**src/rtl/multi_edge_detector.sv**
```systemverilog
`default_nettype none
// ============================================================================
// Module   : multi_edge_detector
// Purpose  : Multi-channel debounced edge detector. Each channel has a
//            stability filter. The filter feeds registered rising and falling
//            edge pulses, each gated by its own per-channel enable. A sticky
//            pending flag is kept per channel, and a saturating aggregate
//            counter totals the reported edges.
// Ports    : clk            - clock, all logic on rising edge
//            reset          - synchronous active-high reset
//            data_i         - WIDTH channel inputs (already synchronous to clk)
//            rise_en_i      - per-channel rising-edge reporting enable
//            fall_en_i      - per-channel falling-edge reporting enable
//            pend_clr_i     - per-channel clear of pending_o
//            count_clr_i    - clear of edge_count_o
//            rising_edge_o  - 1-cycle pulse per accepted, enabled rising edge
//            falling_edge_o - 1-cycle pulse per accepted, enabled falling edge
//            pending_o      - sticky enabled-edge flags
//            any_pending_o  - OR of pending_o
//            edge_count_o   - saturating count of reported edges
// Revision : 1.0 - initial release
// ============================================================================
module multi_edge_detector #(
  parameter int WIDTH         = 8,
  parameter int FILTER_CYCLES = 4,
  parameter int CNT_W         = 16
) (
  input  logic             clk,
  input  logic             reset,
  input  logic [WIDTH-1:0] data_i,
  input  logic [WIDTH-1:0] rise_en_i,
  input  logic [WIDTH-1:0] fall_en_i,
  input  logic [WIDTH-1:0] pend_clr_i,
  input  logic             count_clr_i,
  output logic [WIDTH-1:0] rising_edge_o,
  output logic [WIDTH-1:0] falling_edge_o,
  output logic [WIDTH-1:0] pending_o,
  output logic             any_pending_o,
  output logic [CNT_W-1:0] edge_count_o
);

  localparam int FW = $clog2(FILTER_CYCLES + 1);
  localparam int NW = $clog2(WIDTH + 1);
  // The sum needs one bit more than the wider of its operands so that an
  // overflow past full scale can be detected before saturating.
  localparam int SW = ((CNT_W > NW) ? CNT_W : NW) + 1;
  localparam logic [FW-1:0]    C_LAST = FW'(FILTER_CYCLES - 1);
  localparam logic [CNT_W-1:0] C_MAX  = '1;

  logic [WIDTH-1:0] stable_q, stable_d;
  logic [WIDTH-1:0] accept;
  logic [WIDTH-1:0] rise_q, rise_d;
  logic [WIDTH-1:0] fall_q, fall_d;
  logic [WIDTH-1:0] pend_q, pend_d;
  logic [CNT_W-1:0] count_q, count_d;
  logic [NW-1:0]    n_evt;
  logic [CNT_W-1:0] count_base;
  logic [SW-1:0]    count_sum;

  // Per-channel stability filter. The counter tracks how many consecutive
  // samples have differed from the stable level. Any matching sample
  // restarts it.
  generate
    for (genvar i = 0; i < WIDTH; i++) begin : g_ch
      logic [FW-1:0] cnt_q, cnt_d;

      assign accept[i]   = (data_i[i] != stable_q[i]) && (cnt_q == C_LAST);
      assign stable_d[i] = accept[i] ? data_i[i] : stable_q[i];
      assign cnt_d       = ((data_i[i] == stable_q[i]) || accept[i])
                           ? '0 : cnt_q + 1'b1;

      always_ff @(posedge clk) begin
        if (reset) begin
          cnt_q <= '0;
        end else begin
          cnt_q <= cnt_d;
        end
      end
    end
  endgenerate

  // On an accept event the new level is the current input sample.
  assign rise_d = accept &  data_i & rise_en_i;
  assign fall_d = accept & ~data_i & fall_en_i;

  // A new event outranks a simultaneous clear, so the flag stays set.
  assign pend_d = (pend_q & ~pend_clr_i) | rise_d | fall_d;

  // A channel can never rise and fall on the same edge, so counting the OR
  // gives the total number of new pulses.
  always_comb begin
    n_evt = '0;
    for (int j = 0; j < WIDTH; j++) begin
      n_evt = n_evt + NW'(rise_d[j] | fall_d[j]);
    end
  end

  assign count_base = count_clr_i ? '0 : count_q;
  assign count_sum  = SW'(count_base) + SW'(n_evt);
  assign count_d    = (count_sum > SW'(C_MAX)) ? C_MAX : count_sum[CNT_W-1:0];

  always_ff @(posedge clk) begin
    if (reset) begin
      stable_q <= '0;
      rise_q   <= '0;
      fall_q   <= '0;
      pend_q   <= '0;
      count_q  <= '0;
    end else begin
      stable_q <= stable_d;
      rise_q   <= rise_d;
      fall_q   <= fall_d;
      pend_q   <= pend_d;
      count_q  <= count_d;
    end
  end

  assign rising_edge_o  = rise_q;
  assign falling_edge_o = fall_q;
  assign pending_o      = pend_q;
  assign any_pending_o  = |pend_q;
  assign edge_count_o   = count_q;

endmodule
`default_nettype wire

```
**config.mk**
```make
export PLATFORM = sky130hd
export DESIGN_NAME = multi_edge_detector
export DESIGN_NICKNAME = d
export VERILOG_FILES = /design/src/rtl/multi_edge_detector.sv
export SDC_FILE = /design/constraint.sdc
export NUM_CORES = 1
export LEC_CHECK = 0
export ABC_AREA = 1
export BUFFER_PORTS_ARGS = -buffer_cell sky130_fd_sc_hd__buf_4
export CELL_PAD_IN_SITES_DETAIL_PLACEMENT = 2
export CELL_PAD_IN_SITES_GLOBAL_PLACEMENT = 2
export CORE_UTILIZATION = 32
export DETAILED_ROUTE_END_ITERATION = 12
export GPL_TIMING_DRIVEN = 1
export HOLD_SLACK_MARGIN = 0.03
export PLACE_DENSITY = 0.94
export SKIP_CTS_REPAIR_TIMING = 1
export SLEW_MARGIN = 20
export SYNTH_ARGS = -nofsm -noshare
export SYNTH_HDL_FRONTEND = slang
export SYNTH_SLANG_ARGS = --single-unit
```
**constraint.sdc**
```tcl
create_clock -name clk -period 11.8 [get_ports clk]
set_clock_uncertainty 0.1 [all_clocks]
set_input_delay 2.95 -clock clk [delete_from_list [all_inputs] [get_ports clk]]
set_output_delay 2.95 -clock clk [all_outputs]
set_load 0.01 [all_outputs]
```
# Yosys cells after proc, flatten, opt, wreduce, memory -nomap -nowiden

Index checks and enable logic that the tools add are counted.

$mul: 0
Reductions and logical operators: 25
Add/sub/neg operators: 16
Equality and inequality tests: 24
Div/mod/pow operators: 0
Bitwise logic cells: 17
Shift operators: 0
Multiplexer cells: 2
Magnitude comparators: 1

Operators with widths:

| kind                                                                   | count |
|---|---|
| 8-bit bitwise AND                                                      | 5 |
| 16-bit 2-to-1 mux                                                      | 2 |
| 3-bit by 1-bit adder with 3-bit output, second input constant          | 8 |
| 3-bit by 2-bit == test with 1-bit output, second input constant        | 8 |
| 16-bit by 4-bit adder with 17-bit output                               | 1 |
| 17-bit by 16-bit > comparator with 1-bit output, second input constant | 1 |
| 4-bit by 1-bit adder with 4-bit output                                 | 4 |
| 8-bit inverter                                                         | 2 |
| 8-bit OR                                                               | 2 |
| 2-bit OR reduction                                                     | 8 |
| 1-bit == test                                                          | 8 |
| 1-bit logical AND                                                      | 8 |
| 1-bit logical OR                                                       | 8 |
| 1-bit != test                                                          | 8 |
| 1-bit OR                                                               | 8 |
| 8-bit OR reduction                                                     | 1 |
| 3-bit by 1-bit adder with 4-bit output                                 | 1 |
| 2-bit by 1-bit adder with 3-bit output                                 | 1 |
| 1-bit by 1-bit adder with 2-bit output                                 | 1 |

Logic and storage cells: 105
Input port bits: 35
Latch bits: 0
Memory bits (read-only): 0
Register bits: 72
Memories kept: 0
RAM bits: 0

# Depth between registers and ports, before layout

Depth in word-level cells: 15
Depth in mapped cells: 20

# Worst setup path after synthesis

No wires, ideal clock.

Kind: input -> register
From: in data_i[0]
To: reg count_q[10], in the netlist edge_count_o[10]
Buffers on the path: 1
Stages on the path: 19
Arrival: 6,308 ps
Path slack: 5,284 ps
Setup time: 109 ps
Cell sequence: nor2_1 nand3_1 nand2_1 fa_1 fa_1 inv_1 fa_1 inv_1 fa_1 inv_1 fa_1 nor2_1 nor2_1 nor2_4 nand3_4 buf_6 nand3_2 nand2_1 inv_1

Word-level cells in the longest chain between the ends: 15
Elaborated cells on any way between the ends: 18

Ends and longest elaborated chain:

| element                                                  | line   | RTL |
|---|---|---|
| start: declaration                                       | 30     | `input logic [WIDTH-1:0] data_i,` |
| 1-bit != test                                            | 67     | `assign accept[i] = (data_i[i] != stable_q[i]) && (cnt_q == C_LAST);` |
| 1-bit logical AND                                        | 67     |  |
| 8-bit bitwise AND (on tied branches) (2 in series)       | 83, 84 |  |
| 1-bit OR (*)                                             | 94     | `n_evt = n_evt + NW'(rise_d[j] \| fall_d[j]);` |
| 1-bit by 1-bit adder with 2-bit output (*)               | 94     |  |
| 2-bit by 1-bit adder with 3-bit output (*)               | 94     |  |
| 3-bit by 1-bit adder with 4-bit output (*)               | 94     |  |
| 4-bit by 1-bit adder with 4-bit output (*) (4 in series) | 94     |  |
| 16-bit by 4-bit adder with 17-bit output (*)             | 99     | `assign count_sum = SW'(count_base) + SW'(n_evt);` |
| 17-bit by 16-bit > comparator with 1-bit output          | 100    | `assign count_d = (count_sum > SW'(C_MAX)) ? C_MAX : count_sum[CNT_W-1:0];` |
| 16-bit 2-to-1 mux (*)                                    | 100    |  |
| end signal: assignment                                   | 114    | `count_q <= count_d;` |
| end: declaration                                         | 55     | `logic [CNT_W-1:0] count_q, count_d;` |

Mark *: on every way between the ends. The rest lies on a longest branch, timed or not.
A chain may end at the register's enable or synchronous reset.

# Final worst setup path

From: in data_i[2]
To: reg count_q[11], in the netlist edge_count_o[11]

Word-level cells in the longest chain between the ends: 14
Elaborated cells on any way between the ends: 17

Ends and longest elaborated chain:

| element                                                  | line |
|---|---|
| 1-bit != test                                            | 67 |
| 1-bit logical AND                                        | 67 |
| 8-bit bitwise AND (on tied branches) (2 in series)       | 83, 84 |
| 1-bit OR (*)                                             | 94 |
| 2-bit by 1-bit adder with 3-bit output (*)               | 94 |
| 3-bit by 1-bit adder with 4-bit output (*)               | 94 |
| 4-bit by 1-bit adder with 4-bit output (*) (4 in series) | 94 |
| 16-bit by 4-bit adder with 17-bit output (*)             | 99 |
| 17-bit by 16-bit > comparator with 1-bit output          | 100 |
| 16-bit 2-to-1 mux (*)                                    | 100 |

Marks and branches as above.

==> metrics <==
status complete, no violations; DRT Pass-1 Iters 4; post-detail-place hpwl ~8000 um; Worst-Skew Late Latency between 0.3 and 0.4 ns; critical path type in -> reg; full die area 0.0109 mm2; CP endpoint kind register; WL per Instance 16.4 um; Clock Root Buffer clkbuf_8; total track usage a little over a fifth; VDD IR max between 0.00007 and 0.00008 V; Seq/Total Area, Yosys 42.8%; Avg Cell Area, Syn around 7.6 um2; RSZ-0062 raised after global routing false; worst hold path class reg -> reg; vias in the first global route 3722; Post-Syn Nets around 510; fraction of layout instances using a drive strength above 1 19.3%; r2r startpoint g_ch[0].cnt_q[0]$_SDFF_PP0_; reg2reg setup slack 7.04 ns; CTS tree built; gr ovfl total 0; Layout area overhead 26.1%; Worst slew margin 54.1%; 1st-iter DRT viols 52; Routed Antenna Nets 0; Async S/R FF share, synth 0%; crit path launch type input pin; Yosys reg bits around 70; worst hold path depth 1; total routed wirelength roughly 11000 um; Multi-input gate area 0.00153 mm2; worst reg-to-reg path cell count 19; core box area between 0.01 and 0.015 mm2; PortBufs 75; Yosys warning count 0; Die Width roughly 100 um; crit-path max FO 15; Post-Syn Area ~0.0034 mm2; IO Count 76; Critical R2R Capture edge_count_o[11]$_SDFF_PP0_; Crit path required time 11.95 ns; ys flop type dfxtp_1; Peak Freq approximately 150 MHz; Nets a little under 600; Slew @ Worst Pin ~0.69 ns; Fillers 1201; setup tns final 0 ns; count of final hold-check violations 0; Rows 37; crit path to edge_count_o[11]$_SDFF_PP0_; EDFF count, synth 0; Initial Utilization 32.8%; Setup-failing EPs final 0; Pwr Total 0.501 mW; first-pass GRT wire length about 18000 um; Yosys top cell area share between 40% and 50%; antenna violations before repair 0; DR vias ~3100; critical path launch point data_i[2]; metal2 WL just under 6000 um; synth cell count leaders 95 x nor2_1, 84 x inv_1, 72 x dfxtp_1; largest net degree at the start of global routing 38; RePlAce Congestion 0.781; top layer in use met4; Arrival @ worst endpoint 6.92 ns; Die H approximately 100 um; Post-Route Utilization 41.3%; area leader, netlist dfxtp_1; most frequent cell after synthesis nor2_1; Via density about 4.7; FF+latch area about 0.0014 mm2; top post-synthesis cells by area dfxtp_1 43%, nor2_1 11%, inv_1 9.4%, ha_1 8.2%, nand2_1 7.7%; CTS buffer count 9; met3 WL 377 um; ant diodes 0; leakage 2.12 nW; max-cap check violation count 0; met1 wire length between 4000 and 5000 um; Final Max Slew Viols 0; Pwr per Cell Area approximately 120 mW/mm2; hold_sp g_ch[3].cnt_q[0]$_SDFF_PP0_; Yosys cell types 30; clock-pin slew on the worst setup and hold paths ~0.08 ns; Post-Syn Instances 446; min cycle time layout 6.77 ns; clk buf depth 2; fin crit share 57.4%; drt drc 0; Clock Sinks 72; H-Tree Depth 3
-- per-layer routing --
layer	GRT usage, %	up-vias
li1	-	1518
met1	22.3	1546
met2	42.3	58
met3	4.74	14
met4	8.45	0
met5	0	-
-- registers in the layout, indices dropped and copies added (netlist names) --
register	count
g_ch.cnt_q	24
edge_count_o	16
rising_edge_o	8
stable_q	8
pending_o	8
falling_edge_o	8
-- report_power, final --
part | internal (mW) | total, mW | leakage [nW] | switching (mW)
Combinational | 0.0117 | 0.0276 | 1.43 | 0.0159
Clock | 0.125 | 0.226 | 0.114 | 0.101
Sequential | 0.246 | 0.248 | 0.582 | 0.00176
-- layout make-up --
type                            count  share of cell area (%)
Sequential cell                    72                    33.9
Multi-Input combinational cell    279                    35.9
Clock inverter                      5                    1.86
Clock buffer                       11                    3.33
Tap cell                          136                    4.00
Inverter                           86                    7.71
Timing Repair Buffer               75                    13.3
-- how the worst min path moves through the flow --
stage,to,slack (ns)
CTS,g_ch[3].cnt_q[0]$_SDFF_PP0_,0.33
floorplan,g_ch[0].cnt_q[0]$_SDFF_PP0_,0.30
global route,g_ch[7].cnt_q[0]$_SDFF_PP0_,0.34
finish,g_ch[3].cnt_q[0]$_SDFF_PP0_,0.32
detailed placement,g_ch[3].cnt_q[0]$_SDFF_PP0_,0.32
global placement,g_ch[2].cnt_q[0]$_SDFF_PP0_,0.31
-- cells by family (layout without fill, tap and decap cells) --
family                   Yosys count  after routing  synth area share (%)
flip-flops                        72             72                  42.8
buffers and inverters             95            177                  11.9
AND/OR/NAND/NOR                  219            219                  28.4
AO/OA/AOI/OAI                     28             28                  4.46
XOR/XNOR                           5              5                  1.30
adder cells (fa/ha/maj)           27             27                  11.1
-- cells in the final DEF (no fill, tap or decap), drive strengths merged --
cell type,n
a21oi,10
a31oi,2
and2,2
buf,75
bufinv,2
clkbuf,11
clkinv,2
dfxtp,72
fa,5
ha,22
inv,87
nand2,72
nand3,35
nand4,10
nor2,97
nor3,2
nor4,1
o21ai,16
xnor2,2
xor2,3
-- worst max-delay path, cell delays in order --
cell	delay [ns]
buf_4	0.13
nor2_1	0.13
nand3_1	0.12
nand2_1	0.13
fa_1	0.45
fa_1	0.54
inv_1	0.06
fa_1	0.55
inv_1	0.06
fa_1	0.45
inv_1	0.12
fa_1	0.23
nor2_1	0.08
nor2_1	0.37
nor2_4	0.11
nand3_4	0.20
nand2_1	0.09
nor2_1	0.10
nor2_1	0.04
-- metrics by stage --
stage | hold slack, ns | cells | instance area [um2] | worst slack (ns)
2_1_floorplan | 0.299 | 446 | 3370 | 5.28
3_3_place_gp | 0.305 | 648 | 4030 | 4.95
3_5_place_dp | 0.316 | 648 | 4030 | 4.77
4_1_cts | 0.327 | 664 | 4250 | 5.00
5_1_grt | 0.343 | 664 | 4250 | 4.76
6_report | 0.323 | 664 | 4250 | 5.03
Note: power is estimated with default switching activity, not from simulation.
